[src/rtl/z80_bus_arbiter_if.sv]
// Bundles the core-side, DMA-side and RAM-side signals of the z80 RAM arbiter.
// Latency: wires only, no state.
// Backpressure: none here; DMA_REQ/DMA_ACK and HOLD carry all flow control.
//
// Groups: core (CPU_A/CPU_DO/CPU_W in, CPU_DI/HOLD out), DMA requester
// (DMA_REQ/WE/ADDR/WDATA in, DMA_ACK/RDATA/VALID out) and the synchronous RAM
// port (MEM_A/MEM_D/MEM_W out, MEM_Q in). "master" is the arbiter's view,
// "slave" is the view of the environment (core, DMA engine and RAM).
interface z80_bus_arbiter_if;
    logic [15:0] CPU_A;
    logic [7:0]  CPU_DO;
    logic        CPU_W;
    logic [7:0]  CPU_DI;
    logic        HOLD;
    logic        DMA_REQ;
    logic        DMA_WE;
    logic [15:0] DMA_ADDR;
    logic [7:0]  DMA_WDATA;
    logic        DMA_ACK;
    logic [7:0]  DMA_RDATA;
    logic        DMA_VALID;
    logic [15:0] MEM_A;
    logic [7:0]  MEM_D;
    logic        MEM_W;
    logic [7:0]  MEM_Q;

    modport master (
        input  CPU_A, CPU_DO, CPU_W, DMA_REQ, DMA_WE, DMA_ADDR, DMA_WDATA, MEM_Q,
        output CPU_DI, HOLD, DMA_ACK, DMA_RDATA, DMA_VALID, MEM_A, MEM_D, MEM_W
    );

    modport slave (
        output CPU_A, CPU_DO, CPU_W, DMA_REQ, DMA_WE, DMA_ADDR, DMA_WDATA, MEM_Q,
        input  CPU_DI, HOLD, DMA_ACK, DMA_RDATA, DMA_VALID, MEM_A, MEM_D, MEM_W
    );
endinterface

[src/rtl/z80_bus_arbiter.sv]
// Shares one synchronous RAM port between the z80 core and a DMA requester.
// Latency: grant 1 cycle after an eligible request; core resumes 2 cycles after the last accept.
// Backpressure: core is frozen via HOLD=0; DMA is paced by combinational DMA_ACK.
//
// Ports: CLOCK (rising edge), RESET (synchronous, active high), bus
// (z80_bus_arbiter_if.master). States: CPU owns the RAM, DMA owns the RAM
// for up to MAX_BURST accepts, RESUME re-fetches the core's frozen address
// so that MEM_Q holds the core's data on the cycle HOLD rises again.
module z80_bus_arbiter #(
    parameter int MAX_BURST = 16,
    parameter int CPU_MIN   = 4
) (
    input  logic              CLOCK,
    input  logic              RESET,
    z80_bus_arbiter_if.master bus
);
    localparam int WMIN = (CPU_MIN < 1) ? 1 : CPU_MIN;
    localparam int WW   = $clog2(WMIN + 1);
    localparam int BW   = $clog2(MAX_BURST + 1);

    localparam logic [WW-1:0] WCNT_SAT  = WW'(WMIN);
    localparam logic [WW-1:0] WCNT_ELIG = WW'(WMIN - 1);
    localparam logic [BW-1:0] BCNT_LAST = BW'(MAX_BURST - 1);

    typedef enum logic [1:0] {
        ST_CPU    = 2'd0,
        ST_DMA    = 2'd1,
        ST_RESUME = 2'd2
    } state_t;

    state_t        state, state_nxt;
    logic [WW-1:0] wcnt, wcnt_nxt;
    logic [BW-1:0] bcnt, bcnt_nxt;
    logic          dma_ack;
    logic          dma_valid;
    logic          win_ok;
    logic          burst_last;

    // wcnt counts CPU cycles already completed in this window, so the current
    // cycle is number wcnt+1; the window is open from cycle WMIN onwards.
    always_comb begin
        dma_ack    = (state == ST_DMA) && bus.DMA_REQ && !RESET;
        win_ok     = (wcnt >= WCNT_ELIG);
        burst_last = dma_ack && (bcnt == BCNT_LAST);
        state_nxt  = state;
        wcnt_nxt   = wcnt;
        bcnt_nxt   = bcnt;
        case (state)
            ST_CPU: begin
                if (wcnt != WCNT_SAT) begin
                    wcnt_nxt = wcnt + 1'b1;
                end
                if (bus.DMA_REQ && win_ok) begin
                    state_nxt = ST_DMA;
                    bcnt_nxt  = '0;
                end
            end
            ST_DMA: begin
                if (dma_ack) begin
                    bcnt_nxt = bcnt + 1'b1;
                end
                if (!bus.DMA_REQ || burst_last) begin
                    state_nxt = ST_RESUME;
                end
            end
            ST_RESUME: begin
                state_nxt = ST_CPU;
                wcnt_nxt  = '0;
            end
            default: begin
                state_nxt = ST_RESUME;
            end
        endcase
    end

    always_ff @(posedge CLOCK) begin
        if (RESET) begin
            state     <= ST_RESUME;
            wcnt      <= '0;
            bcnt      <= '0;
            dma_valid <= 1'b0;
        end else begin
            state     <= state_nxt;
            wcnt      <= wcnt_nxt;
            bcnt      <= bcnt_nxt;
            dma_valid <= dma_ack && !bus.DMA_WE;
        end
    end

    // RAM port mux. RESUME presents the core address with the write gated off,
    // so a write the core is holding while frozen lands in the next CPU cycle.
    // RESET suppresses writes in whatever state the arbiter was caught in.
    always_comb begin
        bus.MEM_A = bus.CPU_A;
        bus.MEM_D = bus.CPU_DO;
        bus.MEM_W = 1'b0;
        case (state)
            ST_CPU: begin
                bus.MEM_W = bus.CPU_W && !RESET;
            end
            ST_DMA: begin
                bus.MEM_A = bus.DMA_ADDR;
                bus.MEM_D = bus.DMA_WDATA;
                bus.MEM_W = dma_ack && bus.DMA_WE;
            end
            default: begin
                bus.MEM_W = 1'b0;
            end
        endcase
    end

    // HOLD decodes the state register directly, so it is glitch-free.
    assign bus.HOLD      = (state == ST_CPU);
    assign bus.DMA_ACK   = dma_ack;
    assign bus.DMA_VALID = dma_valid;
    assign bus.CPU_DI    = bus.MEM_Q;
    assign bus.DMA_RDATA = bus.MEM_Q;
endmodule

[src/flat_wrapper.sv]
// flat-port wrapper written by rule: the top's interface ports become plain ports
module z80_bus_arbiter_flat 
#(
    parameter int MAX_BURST = 16,
    parameter int CPU_MIN   = 4
)
  (CLOCK, RESET, bus_CPU_A, bus_CPU_DO, bus_CPU_W, bus_DMA_REQ, bus_DMA_WE, bus_DMA_ADDR, bus_DMA_WDATA, bus_MEM_Q, bus_CPU_DI, bus_HOLD, bus_DMA_ACK, bus_DMA_RDATA, bus_DMA_VALID, bus_MEM_A, bus_MEM_D, bus_MEM_W);
  z80_bus_arbiter_if bus_i ();
  input  logic CLOCK;
  input  logic RESET;
  input wire logic [$bits(bus_i.CPU_A)-1:0] bus_CPU_A;
  input wire logic [$bits(bus_i.CPU_DO)-1:0] bus_CPU_DO;
  input wire logic [$bits(bus_i.CPU_W)-1:0] bus_CPU_W;
  input wire logic [$bits(bus_i.DMA_REQ)-1:0] bus_DMA_REQ;
  input wire logic [$bits(bus_i.DMA_WE)-1:0] bus_DMA_WE;
  input wire logic [$bits(bus_i.DMA_ADDR)-1:0] bus_DMA_ADDR;
  input wire logic [$bits(bus_i.DMA_WDATA)-1:0] bus_DMA_WDATA;
  input wire logic [$bits(bus_i.MEM_Q)-1:0] bus_MEM_Q;
  output wire logic [$bits(bus_i.CPU_DI)-1:0] bus_CPU_DI;
  output wire logic [$bits(bus_i.HOLD)-1:0] bus_HOLD;
  output wire logic [$bits(bus_i.DMA_ACK)-1:0] bus_DMA_ACK;
  output wire logic [$bits(bus_i.DMA_RDATA)-1:0] bus_DMA_RDATA;
  output wire logic [$bits(bus_i.DMA_VALID)-1:0] bus_DMA_VALID;
  output wire logic [$bits(bus_i.MEM_A)-1:0] bus_MEM_A;
  output wire logic [$bits(bus_i.MEM_D)-1:0] bus_MEM_D;
  output wire logic [$bits(bus_i.MEM_W)-1:0] bus_MEM_W;
  assign bus_i.CPU_A = bus_CPU_A;
  assign bus_i.CPU_DO = bus_CPU_DO;
  assign bus_i.CPU_W = bus_CPU_W;
  assign bus_i.DMA_REQ = bus_DMA_REQ;
  assign bus_i.DMA_WE = bus_DMA_WE;
  assign bus_i.DMA_ADDR = bus_DMA_ADDR;
  assign bus_i.DMA_WDATA = bus_DMA_WDATA;
  assign bus_i.MEM_Q = bus_MEM_Q;
  assign bus_CPU_DI = bus_i.CPU_DI;
  assign bus_HOLD = bus_i.HOLD;
  assign bus_DMA_ACK = bus_i.DMA_ACK;
  assign bus_DMA_RDATA = bus_i.DMA_RDATA;
  assign bus_DMA_VALID = bus_i.DMA_VALID;
  assign bus_MEM_A = bus_i.MEM_A;
  assign bus_MEM_D = bus_i.MEM_D;
  assign bus_MEM_W = bus_i.MEM_W;
  z80_bus_arbiter #(.MAX_BURST(MAX_BURST), .CPU_MIN(CPU_MIN)) u_core (.CLOCK(CLOCK), .RESET(RESET), .bus(bus_i));
endmodule
[config.mk]
export PLATFORM = sky130hd
export DESIGN_NAME = z80_bus_arbiter_flat
export DESIGN_NICKNAME = d
export VERILOG_FILES = /design/src/rtl/z80_bus_arbiter_if.sv /design/src/rtl/z80_bus_arbiter.sv /design/src/flat_wrapper.sv
export SDC_FILE = /design/constraint.sdc
export NUM_CORES = 1
export LEC_CHECK = 0
export ABC_AREA = 1
export BUFFER_PORTS_ARGS = -buffer_cell sky130_fd_sc_hd__buf_2
export CORE_ASPECT_RATIO = 0.8
export CORE_UTILIZATION = 38
export CTS_CLUSTER_SIZE = 28
export DETAILED_ROUTE_END_ITERATION = 8
export PLACE_DENSITY = 0.85
export SLEW_MARGIN = 15
export SYNTH_ARGS = -nofsm -noshare
export SYNTH_HDL_FRONTEND = slang
export SYNTH_SLANG_ARGS = --single-unit
[constraint.sdc]
create_clock -name CLOCK -period 2.19 [get_ports CLOCK]
set_clock_uncertainty 0.2 [all_clocks]
set_input_delay 0.438 -clock CLOCK [delete_from_list [all_inputs] [get_ports CLOCK]]
set_output_delay 0.438 -clock CLOCK [all_outputs]
set_load 0.01 [all_outputs]
After elaboration in Yosys (flattened, before gate mapping):

Index checks and enable logic that the tools add are counted.

* $add $sub $neg: 2
* order comparisons: 1
* eq/ne operators: 8
* mux-type cells: 11
* reductions and logical operators: 17

Operators by type and width (count)
* 16-bit two-way mux: 1
* 5-bit two-way mux: 2
* 5-bit case mux with 2 select lines: 1
* 8-bit two-way mux: 1
* 1-bit logical AND: 7
* 2-bit by 1-bit != test with 1-bit output, second input constant: 3
* 2-bit case mux with 3 select lines: 1
* 3-bit case mux with 2 select lines: 1
* 5-bit by 1-bit adder with 5-bit output, second input constant: 1
* 5-bit by 4-bit == test with 1-bit output, second input constant: 1
* 2-bit two-way mux: 2
* 2-bit AND reduction: 2
* 2-bit nonzero test: 2
* 3-bit by 1-bit adder with 3-bit output, second input constant: 1
* 3-bit by 2-bit greater-or-equal comparator with 1-bit output, second input constant: 1
* 1-bit logical NOT: 3
* 3-bit two-way mux: 1
* 3-bit != test, second input constant: 1
* 3-bit AND reduction: 1
* 2-bit by 1-bit == test with 1-bit output, second input constant: 1
* 2-bit == test, second input constant: 1
* 2-bit logical NOT: 1
* 2-bit != test, second input constant: 1
* 1-bit case mux with 2 select lines: 1
* 1-bit logical OR: 1

* flip-flop bits (word level): 11
* input port bits: 61
* output and inout port bits: 44

Longest topological paths before layout:

* word-level depth: 7
* depth in mapped cells: 9
* gate-level depth less buffers: 9

Worst setup path before layout:

OpenSTA, ideal clock, no wires.

* kind: in2out
* start point: in bus_DMA_REQ
* end point: out bus_MEM_W
* arrival: 0.954 ns
* setup slack: 0.598 ns
* cell stages on the path: 6
* path buffers: 0
* cell sequence: inv_1 nor2_4 nand2_4 inv_1 nand2_1 nand2_1

* cells in the longest elaborated chain, start to end: 4

RTL lines
* start: declaration: line flat_wrapper.sv:14 `input wire logic [$bits(bus_i.DMA_REQ)-1:0] bus_DMA_REQ;`
* 1-bit logical AND (2 in series): line z80_bus_arbiter.sv:42 `dma_ack = (state == ST_DMA) && bus.DMA_REQ && !RESET;`
* net bus_DMA_ACK: line flat_wrapper.sv:21 `output wire logic [$bits(bus_i.DMA_ACK)-1:0] bus_DMA_ACK;`
* 1-bit logical AND: line z80_bus_arbiter.sv:104 `bus.MEM_W = dma_ack && bus.DMA_WE;`
* 1-bit case mux with 2 select lines: line z80_bus_arbiter.sv:97 `case (state)`
* end: declaration: line flat_wrapper.sv:26 `output wire logic [$bits(bus_i.MEM_W)-1:0] bus_MEM_W;`

The timed path passes the listed nets, and every way through them passes these cells.

Worst setup path in the final report:

* start point: reg u_core.state[0]
* end point: out bus_MEM_A[9]

* cells in the longest elaborated chain, start to end: 2

RTL lines
* start: declaration: line z80_bus_arbiter.sv:31 `state_t state, state_nxt;`
* start signal: assignment: line z80_bus_arbiter.sv:83 `state <= state_nxt;`
* 2-bit by 1-bit == test with 1-bit output: line z80_bus_arbiter.sv:97
* 16-bit two-way mux: line z80_bus_arbiter.sv:97
* end: declaration: line flat_wrapper.sv:24 `output wire logic [$bits(bus_i.MEM_A)-1:0] bus_MEM_A;`

No other way between the ends.

==> results.yml <==
floorplanning:
  start_util_pct: 41.1
  dieHeight_um: 48.5
  io_pins: 105
  fp.dieW_um: 60.2
  die_area_um2: 2920
  rows: 16
  fp.coreArea_um2: 2500
pwr:
  p_sw_share_pct: 27.8
  netSwitchingPower_w: 0.000131
  leakage_nw: 0.844
  power_frac_seq_pct: 43.9
  p_per_area_nw_per_um2: 343
  pwr-share-clk_pct: 29.2
  combPwrFrac_pct: 26.9
  ir_drop_mv: 0.272
  power.internal_w: 0.000341
timing:
  worst_pin_slew_ns: 0.193
  setup_viol: 0
  final_max_slew_viol_count: 0
  setup_tns_ns: 0
  fin_crit_ns: 2.01
  finalCritPeriodShare_pct: 91.6
  rsz0062_at_grt: "false"
  relSlewSlack_pct: 87.0
  hold_viol_final: 0
  max_freq_mhz: 498
place:
  gp_congestion: 0.849
  placed_cells: 276
  portBuffers: 80
  dp_hpwl_um: 2190
critical_path:
  critPathCaptureType: "output pin"
  path_class: "flip-flop to output pin"
  worstSetupStartpointType: "flip-flop"
  worstPathMaxFanout: 24
  crit_arrival_ns: 1.37
  worst_ep_required_time_ns: 1.55
synth:
  synth-seq-cells: 11
  ys_seq_area_share_pct: 21.4
  yosys.cell_types.count: 18
  yosysWarnings: 0
  syn_inst: 179
  synth_nets: 245
  syn_avg_cell_area_um2: 5.75
  synth_area_um2: 1030
clock_tree:
  clock_latency_ns: 0.27
  cts_root_buf: "clkbuf_4"
  cts_hold_buf: 0
  cts_tree: "yes"
  h-tree-depth: 1
  cts_setup_buffers: 0
  cts_resized: 0
  cts_buffer_depth: 2
  clk_pin_slew_ns: 0.07
  clock-sinks: 11
  cts_buffers: 3
global_routing:
  met1_usage_pct: 22.6
  grt_first_pass_wirelength_um: 4350
  grt_pass1_vias: 1014
  grt.busiest_layer: "met2"
  grt_usage_pct: 19.2
  met3_usage_pct: 6.42
  use_met2_pct: 33.0
  grt_max_degree: 25
  overflow: 0
  antenna_found_initial: 0
final_layout:
  layout_commonest_cell: "nand2_1"
  num-nets-final: 311
  final_cells: 280
  mostFrequentLayoutCells: "nand2_1, buf_2, nor2_1, dfxtp_1, inv_1"
  drive_gt1_share_pct: 38.9
  n_fill_cell: 269
  area_growth_pct: 33.7
  diodes: 0
hold_path:
  hold_path.class: "primary input to flip-flop"
run:
  maxCapViolCount: 0
drt:
  drtPass1Iterations: 4
  ant_nets: 0
  wl_um: 2710
  drc: 0
  wire_per_inst_um: 9.69
  drt-initial-drc-count: 54
  avgViaCountPerCell: 4.41
  num_vias: 1235
outcome:
  status: "completed"
[through the flow]
stage,worst slack (ns),power (W),hold WS [ns],utilization [%],cell area [µm²]
after CTS,0.0789,0.000476,0.126,54.4,1360
after detailed placement,0.380,0.000338,0.278,53.4,1340
after global placement,0.420,0.000335,0.277,53.4,1340
after global routing,0.0549,0.000507,0.122,54.9,1380
after floorplan,0.598,0.000292,0.260,-,1030
final,0.184,0.000472,0.129,54.9,1380
[kinds of logic after synthesis]
logic type | synth area share (%)
AO/OA/AOI/OAI | 5.23
buffers and inverters | 20.0
adder cells (fa/ha/maj) | 6.08
flip-flops | 21.4
AND/OR/NAND/NOR | 47.3
[power groups by stage]
stage	sequential, W	combinational (W)	clock (W)
3_5_place_dp	0.000212	0.000126	0
4_1_cts	0.000207	0.000127	0.000143
5_1_grt	0.000207	0.000142	0.000157
2_1_floorplan	0.000211	0.0000814	0
6_report	0.000207	0.000127	0.000138
3_3_place_gp	0.000211	0.000124	0
[final timing paths]
check                           depth (start not counted)  slack [ns]                          from                              end
worst max-delay path                                    6        0.18  u_core.state[0]$_SDFFE_PP0P_                     bus_MEM_A[9]
worst min-delay path                                    2        0.13                    bus_DMA_WE  u_core.bus.DMA_VALID$_SDFF_PP0_
worst max register to register                          8        0.61   u_core.wcnt[1]$_SDFFE_PP0P_      u_core.bcnt[1]$_SDFFE_PP0P_
worst min register to register                          2        0.30   u_core.wcnt[0]$_SDFFE_PP0P_      u_core.wcnt[0]$_SDFFE_PP0P_
[flip-flops by register name, summed over array words and instances, names as in the netlist]
signal and count:
u_core.wcnt 3, u_core.bcnt 5, u_core.bus.DMA_VALID 1, u_core.state 2
[metal layers]
metal  wire (µm)  vias to the layer above
met5           0                        -
met3         248                        5
li1            -                      661
met4          15                        0
met2        1260                       59
met1        1190                      510
[worst max-delay path: stages (launching register included)]
cell and delay, ns:
dfxtp_1 0.41, nand2_4 0.15, inv_1 0.10, buf_6 0.19, nand2_1 0.08, nand2_1 0.06, buf_2 0.12
[cell usage after synthesis]
library cell | n | area (µm²)
buf_2 | 2 | 10.0
nand2_4 | 2 | 22.5
nand3_1 | 6 | 30.0
buf_4 | 19 | 143
o21ai_1 | 1 | 5.00
inv_1 | 10 | 37.5
inv_2 | 4 | 15.0
a21oi_1 | 5 | 25.0
dfxtp_1 | 11 | 220
nand4_1 | 2 | 12.5
o21ai_0 | 3 | 15.0
nand2_2 | 2 | 12.5
nor2_4 | 1 | 11.3
ha_1 | 5 | 62.6
nand2_1 | 89 | 334
a21oi_2 | 1 | 8.76
nand3b_1 | 1 | 7.51
nor2_1 | 15 | 56.3
[layout make-up]
class                   count  area (µm²)  share of cell area (%)
clock buffers               4        26.3                    1.91
repair buffers             82         423                    30.8
flip-flops and latches     11         220                    16.0
multi-input cells         133         608                    44.2
inverters                  14        52.6                    3.82
well taps                  36        45.0                    3.28
(Power assumes the default switching activity.)
